===== src/rtl/fcmp_if.sv =====
// ----------------------------------------------------------------------------
// fcmp_if -- operation/result handshake bundle for fcmp_pipe.
//
// Signals:
//   in_valid  : operation offered                 (master -> slave)
//   in_ready  : operation accepted this cycle     (slave  -> master)
//   op        : 00 feq, 01 flt, 10 fle, 11 rsvd   (master -> slave)
//   x1, x2    : IEEE-754 single operands          (master -> slave)
//   in_tag    : sideband tag                      (master -> slave)
//   y         : all-ones true / all-zeros false   (slave  -> master)
//   out_valid : y/out_tag hold a result           (slave  -> master)
//   out_ready : consumer takes the result         (master -> slave)
//   out_tag   : tag belonging to y                (slave  -> master)
// ----------------------------------------------------------------------------
interface fcmp_if #(
    parameter int TAG_W = 4
);
    logic             in_valid;
    logic             in_ready;
    logic [1:0]       op;
    logic [31:0]      x1;
    logic [31:0]      x2;
    logic [TAG_W-1:0] in_tag;
    logic [31:0]      y;
    logic             out_valid;
    logic             out_ready;
    logic [TAG_W-1:0] out_tag;

    modport master (
        output in_valid, op, x1, x2, in_tag, out_ready,
        input  in_ready, y, out_valid, out_tag
    );

    modport slave (
        input  in_valid, op, x1, x2, in_tag, out_ready,
        output in_ready, y, out_valid, out_tag
    );
endinterface


===== src/rtl/fcmp_pipe.sv =====
// ----------------------------------------------------------------------------
// fcmp_pipe -- pipelined single-precision compare (feq / flt / fle).
//
// The comparison is evaluated combinationally on the accepted operands and
// only the one-bit result plus the tag travel down LATENCY register stages.
// Each stage loads when it is empty or when its contents move on, so bubbles
// collapse even while the output is stalled.
//
// Ports:
//   sys_clk : clock, rising edge
//   rstn    : synchronous active-low reset (clears valid, result and tag)
//   bus     : fcmp_if.slave handshake bundle (see rtl/fcmp_if.sv)
//
// Parameters:
//   LATENCY : register stages from acceptance to output, 1..4
//   TAG_W   : sideband tag width
//
// Build option:
//   FCMP_IEEE_EN defined   -> NaN operands compare false for every op and
//                             +0 / -0 compare equal.
//   FCMP_IEEE_EN undefined -> feq is raw bit equality, ordering is pure
//                             sign-magnitude (-0 < +0, NaN ordered by bits).
// ----------------------------------------------------------------------------
module fcmp_pipe #(
    parameter int LATENCY = 2,
    parameter int TAG_W   = 4
) (
    input  logic  sys_clk,
    input  logic  rstn,
    fcmp_if.slave bus
);

    logic [LATENCY-1:0] vld_p;
    logic [LATENCY-1:0] res_p;
    logic [TAG_W-1:0]   tag_p [LATENCY];
    logic [LATENCY-1:0] ld;
    logic               res_c;

    function automatic logic fcmp(input logic [1:0] op, input logic [31:0] a,
                                  input logic [31:0] b);
        logic        eq;
        logic        lt;
        logic [30:0] ma;
        logic [30:0] mb;
        ma = a[30:0];
        mb = b[30:0];
        // Sign-magnitude ordering: differing signs -> the negative one is
        // smaller; two negatives order by reversed magnitude.
        if (a[31] != b[31]) begin
            lt = a[31];
        end else if (!a[31]) begin
            lt = (ma < mb);
        end else begin
            lt = (ma > mb);
        end
        eq = (a == b);
`ifdef FCMP_IEEE_EN
        begin
            logic nan_any;
            logic zeros;
            nan_any = ((a[30:23] == 8'hFF) && (a[22:0] != 23'd0)) ||
                      ((b[30:23] == 8'hFF) && (b[22:0] != 23'd0));
            zeros   = (ma == 31'd0) && (mb == 31'd0);
            if (nan_any) begin
                eq = 1'b0;
                lt = 1'b0;
            end else if (zeros) begin
                eq = 1'b1;
                lt = 1'b0;
            end
        end
`endif
        case (op)
            2'b00:   fcmp = eq;
            2'b01:   fcmp = lt;
            2'b10:   fcmp = lt | eq;
            default: fcmp = 1'b0;
        endcase
    endfunction

    assign res_c = fcmp(bus.op, bus.x1, bus.x2);

    // Stage k may load unless it and every stage after it are full while the
    // output is stalled. Written as a scan over valid bits so the load
    // vector never depends on itself.
    always_comb begin
        ld = '0;
        for (int k = 0; k < LATENCY; k++) begin
            logic tail_full;
            tail_full = 1'b1;
            for (int j = k; j < LATENCY; j++) begin
                tail_full = tail_full & vld_p[j];
            end
            ld[k] = bus.out_ready | ~tail_full;
        end
    end

    // ---- stage 1 .. LATENCY registers ----
    always_ff @(posedge sys_clk) begin
        if (!rstn) begin
            vld_p <= '0;
            res_p <= '0;
            for (int k = 0; k < LATENCY; k++) begin
                tag_p[k] <= '0;
            end
        end else begin
            if (ld[0]) begin
                vld_p[0] <= bus.in_valid;
                res_p[0] <= res_c;
                tag_p[0] <= bus.in_tag;
            end
            for (int k = 1; k < LATENCY; k++) begin
                if (ld[k]) begin
                    vld_p[k] <= vld_p[k-1];
                    res_p[k] <= res_p[k-1];
                    tag_p[k] <= tag_p[k-1];
                end
            end
        end
    end

    // ---- output stage ----
    assign bus.in_ready  = ld[0];
    assign bus.out_valid = vld_p[LATENCY-1];
    assign bus.y         = {32{res_p[LATENCY-1]}};
    assign bus.out_tag   = tag_p[LATENCY-1];

endmodule


===== src/flat_wrapper.sv =====
// flat-port wrapper written by rule: the top's interface ports become plain ports
module fcmp_pipe_flat 
#(
    parameter int LATENCY = 2,
    parameter int TAG_W   = 4
)
  (sys_clk, rstn, bus_in_valid, bus_op, bus_x1, bus_x2, bus_in_tag, bus_out_ready, bus_in_ready, bus_y, bus_out_valid, bus_out_tag);
  fcmp_if #(.TAG_W(TAG_W)) bus_i ();
  input  logic sys_clk;
  input  logic rstn;
  input wire logic [$bits(bus_i.in_valid)-1:0] bus_in_valid;
  input wire logic [$bits(bus_i.op)-1:0] bus_op;
  input wire logic [$bits(bus_i.x1)-1:0] bus_x1;
  input wire logic [$bits(bus_i.x2)-1:0] bus_x2;
  input wire logic [$bits(bus_i.in_tag)-1:0] bus_in_tag;
  input wire logic [$bits(bus_i.out_ready)-1:0] bus_out_ready;
  output wire logic [$bits(bus_i.in_ready)-1:0] bus_in_ready;
  output wire logic [$bits(bus_i.y)-1:0] bus_y;
  output wire logic [$bits(bus_i.out_valid)-1:0] bus_out_valid;
  output wire logic [$bits(bus_i.out_tag)-1:0] bus_out_tag;
  assign bus_i.in_valid = bus_in_valid;
  assign bus_i.op = bus_op;
  assign bus_i.x1 = bus_x1;
  assign bus_i.x2 = bus_x2;
  assign bus_i.in_tag = bus_in_tag;
  assign bus_i.out_ready = bus_out_ready;
  assign bus_in_ready = bus_i.in_ready;
  assign bus_y = bus_i.y;
  assign bus_out_valid = bus_i.out_valid;
  assign bus_out_tag = bus_i.out_tag;
  fcmp_pipe #(.LATENCY(LATENCY), .TAG_W(TAG_W)) u_core (.sys_clk(sys_clk), .rstn(rstn), .bus(bus_i));
endmodule

===== config.mk =====
export PLATFORM = sky130hd
export DESIGN_NAME = fcmp_pipe_flat
export DESIGN_NICKNAME = d
export VERILOG_FILES = /design/src/rtl/fcmp_if.sv /design/src/rtl/fcmp_pipe.sv /design/src/flat_wrapper.sv
export SDC_FILE = /design/constraint.sdc
export NUM_CORES = 1
export LEC_CHECK = 0
export BUFFER_PORTS_ARGS = -buffer_cell sky130_fd_sc_hd__clkbuf_2
export CAP_MARGIN = 20
export CORE_MARGIN = 1
export CORE_UTILIZATION = 45
export CTS_CLUSTER_SIZE = 14
export DETAILED_ROUTE_END_ITERATION = 8
export PLACE_DENSITY = 0.86
export SLEW_MARGIN = 25
export SYNTH_ARGS = -nofsm -noshare
export SYNTH_HDL_FRONTEND = slang
export SYNTH_SLANG_ARGS = --single-unit

===== constraint.sdc =====
create_clock -name sys_clk -period 2.3 [get_ports sys_clk]
set_input_delay 0 -clock sys_clk [delete_from_list [all_inputs] [get_ports sys_clk]]
set_output_delay 0 -clock sys_clk [all_outputs]
set_load 0.01 [all_outputs]

Yosys cells after proc, flatten, opt, wreduce, memory -nomap -nowiden
Memory sizes are Yosys's and may differ from the RTL's.
Index checks and enable logic that the tools add are counted.
- logic and storage cells: 32
- memories kept: 1
- memory bits (writable): 8
- input bits: 74
- ROM bits: 0
- register bits after elaboration: 4
- output and inout bits: 38
- bits in latches: 0
- memories (name ; depth ; bits a word ; read ports ; clocked after memory_dff ; wr ports ; line ; source):
    u_core.tag_p ; 2 ; 4 ; 2 ; 0 ; 2 ; fcmp_pipe.sv:35 ; logic [TAG_W-1:0] tag_p [LATENCY];
- eq/ne operators: 4
- shift-type cells: 0
- div/mod/pow operators: 0
- bitwise gates (word level): 8
- reductions and logical operators: 1
- add/subtract/negate cells: 0
- $mul: 0
- multiplexer cells: 12
- order comparisons: 2
- operators by type and width (kind ; count):
    $eq 32x32->1 ; 1
    $gt 31x31->1 ; 1
    $lt 31x31->1 ; 1
    $mux 1 ; 9
    $mux 4 ; 2
    $or 1x1->1 ; 5
    $pmux 1 s3 ; 1
    $eq 2x1->1 const B ; 1
    $eq 2x2->1 const B ; 1
    $logic_not 2->1 ; 1
    $not 1->1 ; 2
    $and 1x1->1 ; 1
    $ne 1x1->1 ; 1

Longest topological paths before layout
Gate-level depths: netlist of the first run.
- depth in word-level cells: 7
- depth in mapped cells: 8
- gate-level depth less buffers: 8

Least setup slack after synthesis of the first run
OpenSTA, ideal clock, no wires.
- path type: reg2reg
- start point: register u_core.vld_p[1]
- end point: memory u_core.tag_p[0][0], data pin
- setup time: 0.255 ns
- arrival time: 1.238 ns
- path buffers: 0
- stages on the path, launching flop included: 5
- data required time: 2.045 ns
- slack: 0.807 ns
- clock period less this slack: 1.493 ns
- cell sequence: dfxtp_1 > nor2b_1 > and2_4 > clkinv_1 > and3_1
- RTL lines (what ; line ; source):
    start, declared ; fcmp_pipe.sv:33 ; logic [LATENCY-1:0] vld_p;
    start signal, assigned by index ; fcmp_pipe.sv:114 ; vld_p[k] <= vld_p[k-1];
    end, declared ; fcmp_pipe.sv:35 ;

==> results of run 1 <==
Yosys cell counts, types with 2 or more instances:
cell,count
a21oi_1,11
o21a_1,2
a21oi_2,2
nand3_1,4
nor2b_1,2
ha_1,31
xor2_1,2
nor2_1,2
nand2_1,10
o41ai_2,2
nor3_1,2
and3_1,8
o21ai_1,2
nand4_1,5
buf_4,36
dfxtp_1,4
o21ai_0,3
inv_1,34
edfxtp_1,8
final cells by class:
class / count / area, sq um
inverters: 35 / 131
well taps: 46 / 57.6
fillers: 311 / 1390
multi-input cells: 106 / 902
flip-flops and latches: 12 / 320
repair buffers: 112 / 566
clock buffers: 3 / 22.5
routing by layer:
layer	vias up	GRT usage, %	part of all wire, %
met3	4	2.21	4.9
met1	631	18.3	42
met2	47	33.9	53
li1	779	-	-
met4	0	3.20	0.45
met5	-	0	0
registers in the layout (all words and copies together), names as in the netlist:
signal and flops:
u_core.tag_p 8, u_core.res_p 2, u_core.vld_p 2
worst register-to-register path: stages (launching register included):
cell and delay (ns):
dfxtp_1 0.32, nor2b_1 0.32, and2_4 0.24, clkinv_1 0.20, and3_1 0.26
where the power goes:
group | switching (mW) | internal [mW] | total (mW)
Sequential | 0.00942 | 0.242 | 0.252
Combinational | 0.131 | 0.136 | 0.267
Clock | 0.0594 | 0.0602 | 0.120
Total | 0.200 | 0.438 | 0.638
path summary, 6_finish.rpt:
check                                startpoint                 end  slack [ns]  cells past startpoint
worst max-delay path            u_core.vld_p[1]  u_core.tag_p[0][6]        0.72                      4
worst min register to register  u_core.vld_p[0]     u_core.vld_p[1]        0.46                      1
worst max register to register  u_core.vld_p[1]  u_core.tag_p[0][6]        0.72                      4
worst min-delay path              bus_in_tag[0]  u_core.tag_p[0][0]        0.06                      2
cells by family after synthesis:
family / count (synthesis) / synth area share [%]
xor+xnor: 2 / 1.08
compound gates: 31 / 13.8
fa+ha+maj: 31 / 23.8
mux: 1 / 0.614
buf+inv: 72 / 25.0
flops: 12 / 19.7
simple gates: 41 / 16.1
repair_timing:
action | 4_1_cts | 5_1_grt
hold buffers | 1 | 0
endpoints found under the hold margin | 1 | 0
endpoints found under the setup margin | 0 | 0
==> metrics, run 1 <==
Hold WS=0.0562 ns; post-route ant nets=0; via count=1461; DR iter-0 viols=41; ys async rst share=0%; die height=62.2 um; sequential-to-total area share from yosys stat=19.7%; flops & latches, synth=12; diodes inserted=0; main area contributors after synthesis=ha_1 (24%), buf_4 (17%), edfxtp_1 (15%), inv_1 (7.8%), dfxtp_1 (4.9%); CP startpoint kind=flop; Final HPWL DP=2.84 mm; drt pass-1 iters=6; DP Worst Slack=0.631 ns; # DRC=0; Post-synth EDFFs=8; post-CTS setup buffers=0; worst-path cell chain=nor2b_1, and2_4, clkinv_1, and3_1; Pleak=1.23 nW; layout cell share with drive strength beyond 1=46.3%; Worst path top cell family by delay=simple AND/OR/NAND/NOR gates; Mapped Nets=295; drt via density=4.65; first-pass GRT wire length=5.49 mm; row count=21; dominant synthesized flop cell=edfxtp_1; CTS tree=done; Worst-path clk slew=0.07 ns; Worst-Skew Late Latency=0.25 ns; commonest non-fill, non-tap cell in the layout=clkbuf_2; htree depth=1; dpl cell area=0.00197 sq mm; die width=62.2 um; CP max FO=10; I/O pins=112; drt wl/cell=9.82 um; Num CTS Buffers=3; Core Area=0.00339 sq mm; Synth Instances=190; syn avg cell area=8.57 sq um; die area=0.00386 sq mm; clock tree buffer depth=2; IO buf count=111; CTS sink count=12; WP data arrival=1.60 ns; Starting Density=48.1%; endpoints failing hold=0; area share of the leading cell type in the synthesized netlist=23.8%; vias in the first global route=1383; largest net degree at the start of global routing=34; final core occ=59.0%; Warnings, synthesis=0; CTS root buf=clkbuf_4; WP data required=2.31 ns; Least-Margin Pin Slew=0.848 ns; Layout area overhead=22.7%; Layout Skew=0.000891 ns; GR Overflow Total=0; Max Fclk=0.631 GHz; Max-Cap Viols=0; Placer Congestion=0.731; worst hold path type=in -> reg; Cell Pwr Density=319 mW/mm^2; total negative slack=0 ns; final non-filler cell total=314; post-layout worst setup margin=0.716 ns; cell area after synthesis=0.00163 sq mm; dominant cell type by area after synthesis=ha_1; total power=0.638 mW; Peak VDD IR=0.000196 V; most frequent cells in the layout=clkbuf_2 (111), inv_1 (34), ha_1 (31); Worst path slowest cell=dfxtp_1; GRT Util Overall=16.8%; Post-Layout Inst Area=0.00200 sq mm; max incr delay on CP=0.32 ns; CP Capture Type=flop; min cycle time layout=1.58 ns; Synth cell types=39; fin crit share=68.9%; initial antenna violation count=0; Cell Count Post-Placement=310; RSZ-0062 raised after global routing=false; critical path class=reg -> reg; cts repair resizes=0; setup violators final=0; status=finished clean; Slew HR=43.4%; final WL=3.08 mm; Final nets=375; number of buffers and inverters on the critical path=1; Final Max Slew Viols=0
Power figures use the tool's default switching activity.
==> inputs of run 2 (changes only) <==
--- a/config.mk
+++ b/config.mk
@@ -5,13 +5,14 @@
 export SDC_FILE = /design/constraint.sdc
 export NUM_CORES = 1
 export LEC_CHECK = 0
+export ABC_AREA = 1
 export BUFFER_PORTS_ARGS = -buffer_cell sky130_fd_sc_hd__clkbuf_2
 export CAP_MARGIN = 20
 export CORE_MARGIN = 1
-export CORE_UTILIZATION = 45
+export CORE_UTILIZATION = 43
 export CTS_CLUSTER_SIZE = 14
 export DETAILED_ROUTE_END_ITERATION = 8
-export PLACE_DENSITY = 0.86
+export PLACE_DENSITY = 0.82
 export SLEW_MARGIN = 25
 export SYNTH_ARGS = -nofsm -noshare
 export SYNTH_HDL_FRONTEND = slang
==> constraint.sdc (replaced) <==
create_clock -name sys_clk -period 1.6 [get_ports sys_clk]
set_input_delay 0 -clock sys_clk [delete_from_list [all_inputs] [get_ports sys_clk]]
set_output_delay 0 -clock sys_clk [all_outputs]
set_load 0.01 [all_outputs]
==> run 2 against run 1 <==
Effect of this change: non-clock buffer count increased by 1; combinational power increased by 62%; clock-buffer cell count increased by 1; die area increased by 8.1%; critical path depth increased by 3; global-route usage decreased by 1.8 points; total power increased by 75%; clock power increased to 2.7 times the previous value; utilization decreased by 2.3 points; register-to-register slack got worse by 0.50 ns; largest cell class unchanged; largest power group unchanged.
==> metrics, run 2 <==
status=finished clean; layout cell share with drive strength beyond 1=39.8%; post-route ant nets=0; commonest non-fill, non-tap cell in the layout=clkbuf_2; final WL=2.97 mm; sequential-to-total area share from yosys stat=19.0%; number of buffers and inverters on the critical path=3; first-pass GRT wire length=5.11 mm; # DRC=0; dominant cell type by area after synthesis=ha_1; commonest cells in the netlist=inv_1 (56), nand2_1 (56), buf_4 (36); ys async rst share=0%; WP data required=1.59 ns; CTS tree=done; largest net degree at the start of global routing=33; Worst path top cell family by delay=simple AND/OR/NAND/NOR gates; final core occ=56.7%; row count=22; Sw Pwr=0.346 mW; diodes inserted=0; Final Max Slew Viols=0; Least-Margin Pin Slew=0.236 ns; Mapped Nets=351; initial antenna violation count=0; Layout fillers=373; Synth cell types=22; main area contributors after synthesis=ha_1 (23%), buf_4 (16%), edfxtp_1 (14%), inv_1 (12%), nand2_1 (12%); DR iter-0 viols=56; worst hold path type=in -> reg; vias in the first global route=1466; Max Fclk=0.725 GHz; Reg power frac=32.0%; total negative slack=0 ns; Internal=0.773 mW; via count=1649; Worst-path clk slew=0.05 ns; Warnings, synthesis=0; total power=1.12 mW; footprint of the multi-input gates=877 sq um; GRT Util Overall=15.0%; dpl cell area=0.00204 sq mm; CTS sink count=12; Layout area overhead=24.9%; Peak VDD IR=0.000200 V; max FFs per register=8; Final nets=433; GR Overflow Total=0; Register Area=320 sq um; worst-path cell chain=inv_1, nor2_1, inv_1, nor2_1, inv_1, nand2_2, nor2_1; top flop regs=u_core.tag_p: 8 flops, u_core.res_p: 2 flops, u_core.vld_p: 2 flops; syn avg cell area=6.86 sq um; post-CTS setup buffers=0; I/O pins=112; fin crit share=86.2%; Hold WS=0.0603 ns; CTS root buf=clkbuf_8; Num CTS Buffers=3; Max-Cap Viols=0; IO buf count=111; most frequent cells in the layout=clkbuf_2 (111), inv_1 (56), nand2_1 (55); htree depth=1; clock network fraction of total power=29.3%; Pleak=1.40 nW; Layout Skew=0.00568 ns; drt wl/cell=7.91 um; cell area after synthesis=0.00169 sq mm; CP startpoint kind=flop; WP data arrival=1.37 ns; Starting Density=45.4%; Placer Congestion=0.699; dominant synthesized flop cell=edfxtp_1; Core Area=0.00372 sq mm; CP max FO=8; area share of the leading cell type in the synthesized netlist=23.0%; critical path class=reg -> reg; die area=0.00418 sq mm; Slew HR=84.2%; flops & latches, synth=12; Cell Pwr Density=531 mW/mm^2; switch share=30.9%; RSZ-0062 raised after global routing=false; Post-Layout Inst Area=0.00211 sq mm; CP Capture Type=flop; Post-synth EDFFs=8; Worst-Skew Late Latency=0.24 ns; Top reg by flops=u_core.tag_p; die width=64.6 um; max incr delay on CP=0.32 ns; Synth Instances=246; Worst path slowest cell=dfxtp_1; drt pass-1 iters=4; drt via density=4.40; min cycle time layout=1.38 ns; clock tree buffer depth=2; Final HPWL DP=2.81 mm; die height=64.6 um; endpoints failing hold=0; setup violators final=0; combinational power share=38.7%
## run 2: worst reg2reg max path, stage by stage, from the launching register on
cell	delay, ns
dfxtp_1	0.32
inv_1	0.04
nor2_1	0.18
inv_1	0.08
nor2_1	0.18
inv_1	0.11
nand2_2	0.15
nor2_1	0.07
## run 2: through the flow
step                setup slack, ns  cells
floorplan                     0.279    246
global placement              0.211    370
detailed placement            0.161    370
CTS                           0.154    375
global route                  0.104    375
finish                        0.220    375
## run 2: worst paths after layout
check	start	endpoint	slack [ns]	depth (start not counted)
setup / recovery	u_core.vld_p[1]	u_core.tag_p[0][1]	0.22	7
hold / removal	bus_in_tag[3]	u_core.tag_p[0][3]	0.06	3
setup reg to reg	u_core.vld_p[1]	u_core.tag_p[0][1]	0.22	7
hold reg to reg	u_core.vld_p[0]	u_core.vld_p[1]	0.45	2
## run 2: kinds of logic after synthesis
family,count (synthesis),share of synthesized area (%)
AOI/OAI and AO/OA,16,5.27
adders and majority gates,31,23.0
buffers and inverters,95,29.2
DFF,12,19.0
xor gates and xnor gates,1,0.519
and+or+nand+nor,91,23.1
## run 2: layer usage
| layer | GRT usage, % | up-vias | routed length, um |
|---|---|---|---|
| met5 | 0 | - | 0 |
| met4 | 3.33 | 0 | 23 |
| met3 | 2.11 | 4 | 261 |
| met2 | 32.4 | 87 | 1530 |
| met1 | 14.4 | 687 | 1150 |
| li1 | - | 871 | - |
## run 2: layout make-up
cell class	count	area share, %
timing repair buffer	113	27.2
multi-input combinational	139	41.6
clock buffer	4	2.61
sequential	12	15.2
tap	48	2.85
inverter	59	10.5
## run 2: power by group through the flow
stage | clock [mW] | sequential [mW] | combinational [mW]
3_3_place_gp | 0 | 0.363 | 0.423
4_1_cts | 0.334 | 0.358 | 0.440
3_5_place_dp | 0 | 0.364 | 0.436
2_1_floorplan | 0 | 0.373 | 0.319
5_1_grt | 0.344 | 0.360 | 0.505
6_report | 0.327 | 0.358 | 0.433
## run 2: repair_timing
| action | CTS | global route |
|---|---|---|
| endpoints found under the hold margin | 1 | 0 |
| endpoints found under the setup margin | 0 | 1 |
| gates resized for setup | 0 | 1 |
| hold buffers | 1 | 0 |
